`src/rtl/rgb_sequencer_pkg.sv`:
```
// Shared types and color table for the RGB LED sequencer.
package rgb_sequencer_pkg;

    typedef enum logic [1:0] {
        S_OFF    = 2'd0,
        S_MANUAL = 2'd1,
        S_AUTO   = 2'd2
    } state_e;

    localparam int NUM_COLORS = 7;
    localparam logic [2:0] IDX_LAST = 3'(NUM_COLORS - 1);

    localparam logic [2:0] C_RED     = 3'b100;
    localparam logic [2:0] C_YELLOW  = 3'b110;
    localparam logic [2:0] C_GREEN   = 3'b010;
    localparam logic [2:0] C_CYAN    = 3'b011;
    localparam logic [2:0] C_BLUE    = 3'b001;
    localparam logic [2:0] C_MAGENTA = 3'b101;
    localparam logic [2:0] C_WHITE   = 3'b111;

    function automatic logic [2:0] color_of(input logic [2:0] idx);
        logic [2:0] c;
        case (idx)
            3'd0:    c = C_RED;
            3'd1:    c = C_YELLOW;
            3'd2:    c = C_GREEN;
            3'd3:    c = C_CYAN;
            3'd4:    c = C_BLUE;
            3'd5:    c = C_MAGENTA;
            3'd6:    c = C_WHITE;
            default: c = 3'b000;
        endcase
        return c;
    endfunction

    function automatic logic [2:0] next_index(input logic [2:0] idx,
                                              input logic rev);
        logic [2:0] n;
        if (rev) begin
            n = (idx == 3'd0) ? IDX_LAST : idx - 3'd1;
        end else begin
            n = (idx == IDX_LAST) ? 3'd0 : idx + 3'd1;
        end
        return n;
    endfunction

endpackage

```
`src/rtl/rgb_sequencer_tick_timer.sv`:
```
// Period counter for timed auto-advance; tc marks the last tick of a period.
module tick_timer #(
    parameter int PERIOD = 12_000_000
) (
    input  logic clk,
    input  logic rst,
    input  logic en,
    input  logic clr,
    output logic tc
);

    localparam int W = (PERIOD > 1) ? $clog2(PERIOD) : 1;
    localparam logic [W-1:0] LAST = W'(PERIOD - 1);

    logic [W-1:0] cnt_q;
    logic [W-1:0] cnt_d;

    always_comb begin
        cnt_d = cnt_q;
        if (clr) begin
            cnt_d = '0;
        end else if (en) begin
            cnt_d = (cnt_q == LAST) ? '0 : cnt_q + 1'b1;
        end
    end

    assign tc = en && (cnt_q == LAST);

    always_ff @(posedge clk) begin
        if (rst) begin
            cnt_q <= '0;
        end else begin
            cnt_q <= cnt_d;
        end
    end

endmodule

```
`src/rtl/rgb_sequencer.sv`:
```
// Seven-color LED sequencer with manual/auto advance and 4-level PWM dimming.
module rgb_sequencer
    import rgb_sequencer_pkg::*;
#(
    parameter int PERIOD_TICKS = 12_000_000
) (
    input  logic       clk,
    input  logic       rst,
    input  logic       step,
    input  logic       auto_en,
    input  logic       reverse,
    input  logic [1:0] brightness,
    output logic [2:0] rgb,
    output logic [2:0] color_index
);

    state_e     state_q, state_d;
    logic [2:0] color_index_q, color_index_d;
    logic [2:0] rgb_q, rgb_d;
    logic [1:0] pwm_cnt_q, pwm_cnt_d;
    logic       advance;
    logic       tick_en;
    logic       tick_clr;
    logic       tick_tc;

    // Counter runs only while auto mode is held; any step or exit restarts it.
    assign tick_en  = (state_q == S_AUTO) && auto_en;
    assign tick_clr = (state_q != S_AUTO) || !auto_en || step;

    tick_timer #(
        .PERIOD(PERIOD_TICKS)
    ) u_tick_timer (
        .clk(clk),
        .rst(rst),
        .en (tick_en),
        .clr(tick_clr),
        .tc (tick_tc)
    );

    always_comb begin
        state_d       = state_q;
        color_index_d = color_index_q;
        advance       = 1'b0;
        case (state_q)
            S_OFF: begin
                if (auto_en) begin
                    state_d = S_AUTO;
                end else if (step) begin
                    state_d = S_MANUAL;
                end
            end
            S_MANUAL: begin
                advance = step;
                if (auto_en) begin
                    state_d = S_AUTO;
                end
            end
            S_AUTO: begin
                advance = step || tick_tc;
                if (!auto_en) begin
                    state_d = S_MANUAL;
                end
            end
            default: state_d = S_OFF;
        endcase
        if (advance) begin
            color_index_d = next_index(color_index_q, reverse);
        end
        pwm_cnt_d = pwm_cnt_q + 2'd1;
        rgb_d     = 3'b000;
        if (state_q != S_OFF && pwm_cnt_q <= brightness) begin
            rgb_d = color_of(color_index_q);
        end
    end

    always_ff @(posedge clk) begin
        if (rst) begin
            state_q       <= S_OFF;
            color_index_q <= 3'd0;
            rgb_q         <= 3'b000;
            pwm_cnt_q     <= 2'd0;
        end else begin
            state_q       <= state_d;
            color_index_q <= color_index_d;
            rgb_q         <= rgb_d;
            pwm_cnt_q     <= pwm_cnt_d;
        end
    end

    assign rgb         = rgb_q;
    assign color_index = color_index_q;

endmodule

```
`config.mk`:
```
export PLATFORM = sky130hd
export DESIGN_NAME = rgb_sequencer
export DESIGN_NICKNAME = d
export VERILOG_FILES = /design/src/rtl/rgb_sequencer_pkg.sv /design/src/rtl/rgb_sequencer_tick_timer.sv /design/src/rtl/rgb_sequencer.sv
export SDC_FILE = /design/constraint.sdc
export NUM_CORES = 1
export LEC_CHECK = 0
export CAP_MARGIN = 20
export CORE_ASPECT_RATIO = 0.9
export CORE_MARGIN = 2
export CORE_UTILIZATION = 54
export CTS_BUF_LIST = sky130_fd_sc_hd__clkbuf_8
export DETAILED_ROUTE_END_ITERATION = 12
export PLACE_DENSITY = 0.85
export RECOVER_POWER = 100
export SYNTH_ARGS = -nofsm -noshare
export SYNTH_HDL_FRONTEND = slang
export SYNTH_SLANG_ARGS = --single-unit
```
`constraint.sdc`:
```
create_clock -name clk -period 1.9 [get_ports clk]
set_input_delay 0.19 -clock clk [delete_from_list [all_inputs] [get_ports clk]]
set_output_delay 0.19 -clock clk [all_outputs]
set_load 0.05 [all_outputs]
```
Yosys cells after proc, flatten, opt, wreduce, memory -nomap -nowiden --
Cells that the tools add are included.
Word-level totals: word-level logic and storage cells 48, bits in registers 34, output and inout port bits 6, input port bits 7
Cells by class: add/subtract/negate cells 4, equality and inequality tests 13, order comparisons 1, bitwise logic cells 1, mux-type cells 11, reduce and logical (&&, ||, !) cells 13
Operators by type and width (number):
- adder 24 x 1 -> 24 bit (second input constant) | 1
- == test 24 bit (second input constant) | 1
- 2-to-1 mux 24 bit | 1
- case mux 3 bit (7 select lines) | 1
- == test 3 bit (second input constant) | 3
- 2-to-1 mux 3 bit | 3
- 2-to-1 mux 2 bit | 4
- == test 3 x 2 -> 1 bit (second input constant) | 2
- inequality test 2 bit (second input constant) | 3
- case mux 2 bit (3 select lines) | 1
- OR reduction 2 bit | 2
- adder 3 x 1 -> 3 bit (second input constant) | 1
- == test 3 x 1 -> 1 bit (second input constant) | 1
- logical AND 1 bit | 3
- zero test 3 bit | 1
- logical OR 1 bit | 3
- inequality test 3 bit (second input constant) | 1
- AND reduction 3 bit | 1
- subtractor 3 x 1 -> 3 bit (second input constant) | 1
- adder 2 x 1 -> 2 bit (second input constant) | 1
- == test 2 x 1 -> 1 bit (second input constant) | 1
- == test 2 bit (second input constant) | 1
- less-or-equal comparator 2 bit | 1
- zero test 2 bit | 1
- 4 further kinds | 4

Depth between registers and ports, before layout --
Gate-level depths: netlist of run 1.
depth after elaboration 5, depth in mapped cells 7, depth with buffers taken out 6

Modules after synthesis --
Synthesis of run 1 repeated with hierarchy kept, for this count alone.
Unflattened totals: cell total of the unflattened synthesis 231, area, all modules 1921.8 um2
Modules (own cells, without submodules):
- tick_timer | area each 1276.2 um2, instances 1, sequential area each 480.5 um2, cells an instance 157
- rgb_sequencer | area each 645.6 um2, instances 1, sequential area each 200.2 um2, cells an instance 74

Worst setup path after synthesis of run 1 --
OpenSTA, ideal clock, no wires.
path type register -> register, start register u_tick_timer.cnt_q[0], end register u_tick_timer.cnt_q[20], data arrival time 1.843 ns, library setup time 0.070 ns, cell stages (with the launch flop) 7, clock period less this slack 1.913 ns, setup slack -0.013 ns, required time 1.830 ns, buffers on the path 1, cells stage by stage dfxtp_1 -> ha_1 -> nand3_2 -> or4_1 -> buf_2 -> or4_1 -> a21oi_1
On the way: longest elaborated chain between the ends 2, elaborated cells between the ends (all ways) 3, classes of those cells 1 x add/sub; 1 x eq/ne; 1 x mux
Ends and longest elaborated chain:
- start, declared | RTL line rgb_sequencer_tick_timer.sv:15 | logic [W-1:0] cnt_q;
- start signal, assigned | RTL line rgb_sequencer_tick_timer.sv:33 | cnt_q <= cnt_d;
- adder 24 x 1 -> 24 bit / == test 24 bit (equally long branches) | RTL line rgb_sequencer_tick_timer.sv:23 | cnt_d = (cnt_q == LAST) ? '0 : cnt_q + 1'b1;
- 2-to-1 mux 24 bit * | RTL line rgb_sequencer_tick_timer.sv:23
Mark *: on every way between the ends. The rest lies on a longest branch, timed or not. A chain may end at the register's enable or synchronous reset.

Worst setup path after layout of run 1 --
start register state_q[0], end register u_tick_timer.cnt_q[17]
On the way: longest elaborated chain between the ends 4, elaborated cells between the ends (all ways) 6, classes of those cells 2 x eq/ne; 4 x reduce/logical
Ends and longest elaborated chain:
- start, declared | RTL line rgb_sequencer.sv:17 | state_e state_q, state_d;
- start signal, assigned | RTL line rgb_sequencer.sv:83 | state_q <= state_d;
- inequality test 2 bit | RTL line rgb_sequencer.sv:28 | assign tick_clr = (state_q != S_AUTO) || !auto_en || step;
- logical OR 1 bit (2 in series) | RTL line rgb_sequencer.sv:28
- OR reduction 2 bit (no source line)
Parallel ways exist; a longest one is shown, timed or not.

==> results of run 1 <==
flip-flops by register name, summed over array words and instances (netlist names):
signal / flops
color_index: 3
rgb: 3
u_tick_timer.cnt_q: 24
pwm_cnt_q: 2
state_q: 2
metrics by stage:
step | utilization | instance area (µm²) | hold slack, ps | worst slack, ps
2_1_floorplan | - | 1770 | 382 | 3.80
6_report | 0.733 | 2270 | 464 | 28.7
3_5_place_dp | 0.690 | 2130 | 453 | -141
4_1_cts | 0.719 | 2220 | 464 | 4.52
5_1_grt | 0.733 | 2270 | 498 | -20.8
3_3_place_gp | 0.690 | 2130 | 437 | -82.7
cell usage in the layout (no fill, tap or decap), types with 6 or more instances in the layout:
master	Yosys	layout
dfxtp_1	34	29
buf_4	0	25
nor2_1	24	24
inv_1	13	14
a21oi_1	13	11
xnor2_1	10	10
ha_1	11	10
or3_1	10	9
nand2_1	8	8
nand4_1	8	8
o21ai_0	8	8
clkdlybuf4s50_1	0	6
dlygate4sd3_1	0	6
worst max-delay path: stages (launching register included):
cell and delay [ps]:
dfxtp_2 330, inv_2 70, ha_4 140, nand4_1 110, or4_4 530, buf_4 160
or3_1 350, a21oi_1 120
per-layer routing:
metal | part of all wire | vias up | global-route usage | routed length [µm]
met2 | 0.48 | 60 | 0.379 | 2010
met5 | 0 | - | 0 | 0
met1 | 0.44 | 776 | 0.307 | 1880
met4 | 0.022 | 0 | 0.0912 | 95
li1 | - | 813 | - | -
met3 | 0.057 | 12 | 0.0699 | 243
worst max-delay path by stage:
stage               cells after the start                               start  slack, ps                                  end
finish                                  7             state_q[0]$_SDFFE_PP0P_         30  u_tick_timer.cnt_q[17]$_SDFFE_PP0N_
global route                            7             state_q[0]$_SDFFE_PP0P_        -20  u_tick_timer.cnt_q[17]$_SDFFE_PP0N_
CTS                                     7             state_q[0]$_SDFFE_PP0P_          5  u_tick_timer.cnt_q[15]$_SDFFE_PP0N_
detailed placement                      5                             auto_en       -140  u_tick_timer.cnt_q[18]$_SDFFE_PP0N_
global placement                        5                             auto_en        -80  u_tick_timer.cnt_q[18]$_SDFFE_PP0N_
floorplan                               6  u_tick_timer.cnt_q[0]$_SDFFE_PP0N_          4  u_tick_timer.cnt_q[20]$_SDFFE_PP0N_
cell type report:
class	instances	area (µm²)
Multi-Input combinational cell	149	1050
Fill cell	214	825
Sequential cell	34	687
Timing Repair Buffer	42	350
Clock buffer	5	68.8
Tap cell	42	52.6
Inverter	13	48.8
Clock inverter	2	7.51
cells by family after synthesis:
kind of cell,count (synthesis),share of synthesized area
multiplexers,5,0.0292
adder cells (fa/ha/maj),11,0.0783
AO/OA/AOI/OAI,37,0.133
flip-flops,34,0.387
XOR/XNOR,12,0.0598
AND/OR/NAND/NOR,84,0.268
buffers and inverters,18,0.0448
power by group through the flow:
stage	clock [µW]	combinational, µW	sequential (µW)
floorplan	0	152	801
global placement	0	287	771
detailed placement	0	300	771
CTS	491	306	758
global route	528	344	764
finish	488	306	762
repair_timing:
item / 4_1_cts / 5_1_grt
pin swaps: 0 / 4
resized for setup: 4 / 13
buffers inserted: 0 / 2
setup endpoints to repair: 3 / 9
cloned: 0 / 0
==> results.yml, run 1 <==
drt:
  drt_iter0_drc: 136
  wl_mm: 4.23
  vias: 1661
  wl_per_cell_um: 14.8
  drc_errors: 0
  vias_per_cell: 5.79
  dr.pass1.iters: 5
  final_antenna_net_count: 0
timing:
  hold_violations: 0
  slew_viol_final: 0
  period_share: 0.985
  finalSetupTns_ps: 0
  rsz0062_at_grt: "true"
  slew_headroom: 0.654
  max_freq_mhz: 534
  skew_ps: 6.64
  setup_viol: 0
  worst_slew_pin_slew_ps: 517
  period_minus_slack_ps: 1870
floorplan:
  rows: 19
  dieArea_um2: 3730
  ios: 13
  die_w_um: 64.1
  initial_core_util: 0.569
  fp.dieH_um: 58.1
  fp.coreArea_um2: 3090
yosys:
  yosysSeqAreaShare: 0.387
  synth_flop_cell: "dfxtp_1"
  synth_top_area_share: 0.387
  synth_area_leaders: "dfxtp_1 (39%), ha_1 (7.8%), nor2_1 (5.1%)"
  yosysWarnings: 0
  syn_nets: 219
  ys_types: 40
  yosys.area.top_type: "dfxtp_1"
  synth-seq-cells: 34
  yosysMostFrequentCell: "dfxtp_1"
  yosys-top-cells-count: "dfxtp_1 (34), nor2_1 (24), a21oi_1 (13), inv_1 (13), ha_1 (11)"
  syn_area_per_cell_um2: 8.75
  syn_area_um2: 1760
  synth_edf_count: 0
  netlist_instances: 201
  async_flop_share: 0
worst_hold_path:
  min_path_cells: 1
  min_path_type: "flip-flop to flip-flop"
  hold_end: "pwm_cnt_q[0]$_SDFF_PP0_"
  hold_start: "pwm_cnt_q[0]$_SDFF_PP0_"
power:
  powerDensity_nw_per_um2: 687
  pwr-share-seq: 0.490
  p_switching_uw: 436
  ir_drop_mv: 0.379
  clkPwrFrac: 0.314
  intPower_uw: 1120
  combPwrFrac: 0.197
  sw_frac_of_total: 0.280
  leakagePower_uw: 0.000834
  power_uw: 1560
clock_tree:
  tritoncts: "done"
  h-tree-depth: 2
  cts_buffer_depth: 2
  clk_pin_slew_ps: 70
  hold_buffers: 0
  clk_latency_ps: 290
  cts_made_buffers: 5
  clock-sinks: 34
  root_buffer: "clkbuf_8"
critical_path:
  reg2reg_depth: 7
  arrival_ps: 2100
  path_class: "flip-flop to flip-flop"
  cp-start-kind: "flip-flop"
  r2r_start: "state_q[0]$_SDFFE_PP0P_"
  path_max_fanout: 4
  r2r_slack_ps: 30
  worst_r2r_endpoint: "u_tick_timer.cnt_q[17]$_SDFFE_PP0N_"
  endpoint_kind: "flip-flop"
  required_ps: 2120
final_layout:
  fin_cells: 287
  drive_above_1_share: 0.216
  final_nets: 263
  diodes: 0
  area_growth_pct: 28.9
place:
  post-dp-hpwl_mm: 2.91
  dp.cells: 278
  gp_congestion: 0.840
  io_buffers: 12
grt:
  grt_use_total: 0.238
  antenna_found_initial: 0
  grt_max_degree: 25
  grt_pass1_wl_mm: 6.84
  overflow: 0
  grt_pass1_vias: 1527
outcome:
  status: "finished clean"
job:
  drv_cap: 0
No activity file was read; power rests on OpenSTA's default activity.
==> inputs of run 2 (changes only) <==
--- a/config.mk
+++ b/config.mk
@@ -5,6 +5,7 @@
 export SDC_FILE = /design/constraint.sdc
 export NUM_CORES = 1
 export LEC_CHECK = 0
+export ABC_CLOCK_PERIOD_IN_PS = 1900
 export CAP_MARGIN = 20
 export CORE_ASPECT_RATIO = 0.9
 export CORE_MARGIN = 2
@@ -16,3 +17,4 @@
 export SYNTH_ARGS = -nofsm -noshare
 export SYNTH_HDL_FRONTEND = slang
 export SYNTH_SLANG_ARGS = --single-unit
+export TNS_END_PERCENT = 30
==> run 2 against run 1 <==
Effect of this change: worst hold slack barely moved; non-clock buffer count fell by 2; clock-buffer cell count did not move; clock power barely moved; cell area fell by 2.3%; sequential share of layout area rose by 0.55 points; combinational power fell by 4%; cell count fell by 0.70%; die area did not move; register-to-register slack got worse by 20 ps; routed wire length fell by 6.8%.
==> results.yml, run 2 (synthesis gave the netlist of run 1 again) <==
critical_path:
  cp-start-kind: "flip-flop"
  reg2reg_depth: 7
  required_ps: 2120
  path_max_fanout: 7
  r2r_start: "state_q[0]$_SDFFE_PP0P_"
  worst_r2r_endpoint: "u_tick_timer.cnt_q[15]$_SDFFE_PP0N_"
  worstSetupStartpoint: "state_q[0]$_SDFFE_PP0P_"
  endpoint_kind: "flip-flop"
  arrival_ps: 2120
  path_class: "flip-flop to flip-flop"
  r2r_slack_ps: 5
job:
  drv_cap: 0
final_layout:
  final.fill_count: 230
  final_nets: 261
  layout.cells.most_common: "dfxtp_1"
  diodes: 0
  regMostFlops: "u_tick_timer.cnt_q"
  fin_cells: 285
  drive_above_1_share: 0.185
  largest_reg_flops: 24
  area_growth_pct: 25.9
  final_cell_mix: "dfxtp_1 (32), nor2_1 (24), buf_4 (22)"
drt:
  drt_iter0_drc: 161
  vias: 1604
  dr.pass1.iters: 5
  wl_per_cell_um: 13.9
  final_antenna_net_count: 0
  vias_per_cell: 5.63
  drc_errors: 0
  wl_mm: 3.95
floorplan:
  fp.coreArea_um2: 3090
  rows: 19
  die_w_um: 64.1
  ios: 13
  fp.dieH_um: 58.1
  initial_core_util: 0.569
  dieArea_um2: 3730
grt:
  grt_use_total: 0.238
  grt_pass1_wl_mm: 6.84
  antenna_found_initial: 0
  grt_max_degree: 25
  overflow: 0
  grt_pass1_vias: 1527
timing:
  max_freq_mhz: 528
  setup_viol: 0
  period_minus_slack_ps: 1890
  fin_ws_ps: 5.24
  skew_ps: 7.99
  worst_slew_pin_slew_ps: 517
  slew_viol_final: 0
  hold_slack_ps: 464
  rsz0062_at_grt: "true"
  hold_violations: 0
  period_share: 0.997
  slew_headroom: 0.654
clock_tree:
  tritoncts: "done"
  root_buffer: "clkbuf_8"
  clk_latency_ps: 290
  cts_made_buffers: 5
  clock-sinks: 34
  h-tree-depth: 2
  clk_pin_slew_ps: 70
  cts_buffer_depth: 2
  cts_setup_buffers: 0
power:
  leakagePower_uw: 0.000812
  ir_drop_mv: 0.409
  powerDensity_nw_per_um2: 697
place:
  post-dp-hpwl_mm: 2.91
  pre_cts_slack_ps: -141
  gp_congestion: 0.840
  io_buffers: 12
  dp.cells: 278
worst_hold_path:
  hold_end: "pwm_cnt_q[0]$_SDFF_PP0_"
  min_path_type: "flip-flop to flip-flop"
  min_path_cells: 1
  hold_start: "pwm_cnt_q[0]$_SDFF_PP0_"
outcome:
  status: "finished clean"
## run 2: worst max-delay path: stages, from the launching register on
cell and delay, ps:
dfxtp_1 320, inv_1 70, ha_1 180, nand4_1 130, or4_4 470, buf_4 180
or3_1 320, a21oi_1 160
## run 2: how the worst max path moves through the flow
stage                     depth (start not counted)                                   to  slack, ps
after global routing                              6  u_tick_timer.cnt_q[15]$_SDFFE_PP0N_        -60
after global placement                            5  u_tick_timer.cnt_q[18]$_SDFFE_PP0N_        -80
after CTS                                         7  u_tick_timer.cnt_q[15]$_SDFFE_PP0N_          5
final                                             7  u_tick_timer.cnt_q[15]$_SDFFE_PP0N_          5
after floorplan                                   6  u_tick_timer.cnt_q[20]$_SDFFE_PP0N_          4
after detailed placement                          5  u_tick_timer.cnt_q[18]$_SDFFE_PP0N_       -140
## run 2: stage by stage
| step | setup TNS (ps) | util | area (µm²) | power [µW] |
|---|---|---|---|---|
| after floorplan | 0 | - | 1770 | 953 |
| after global placement | -276 | 0.690 | 2130 | 1060 |
| after detailed placement | -676 | 0.690 | 2130 | 1070 |
| after CTS | 0 | 0.719 | 2220 | 1550 |
| after global routing | -102 | 0.716 | 2210 | 1620 |
| final | 0 | 0.716 | 2210 | 1540 |
## run 2: what timing repair did
action	4_1_cts	5_1_grt
endpoints found under the setup margin	3	9
resized for setup	4	4
hold endpoints to repair	0	0
hold buffers	0	0
## run 2: final cells by class
| cell class | count | area [µm²] | area share |
|---|---|---|---|
| clock inverters | 2 | 7.51 | 0.00339 |
| multi-input cells | 149 | 1030 | 0.466 |
| inverters | 13 | 48.8 | 0.0220 |
| repair buffers | 40 | 320 | 0.145 |
| flip-flops and latches | 34 | 683 | 0.309 |
| clock buffers | 5 | 68.8 | 0.0311 |
| well taps | 42 | 52.6 | 0.0237 |
## run 2: layer usage
layer	up-vias	share of wire	track usage
met1	740	0.46	0.307
met4	0	0.020	0.0912
met2	41	0.46	0.379
met3	9	0.059	0.0699
met5	-	0	0
li1	814	-	-
## run 2: power breakdown
| part | switching [µW] | internal, µW | total, µW |
|---|---|---|---|
| registers | 20.3 | 738 | 758 |
| logic | 160 | 133 | 293 |
| clock network | 249 | 241 | 491 |
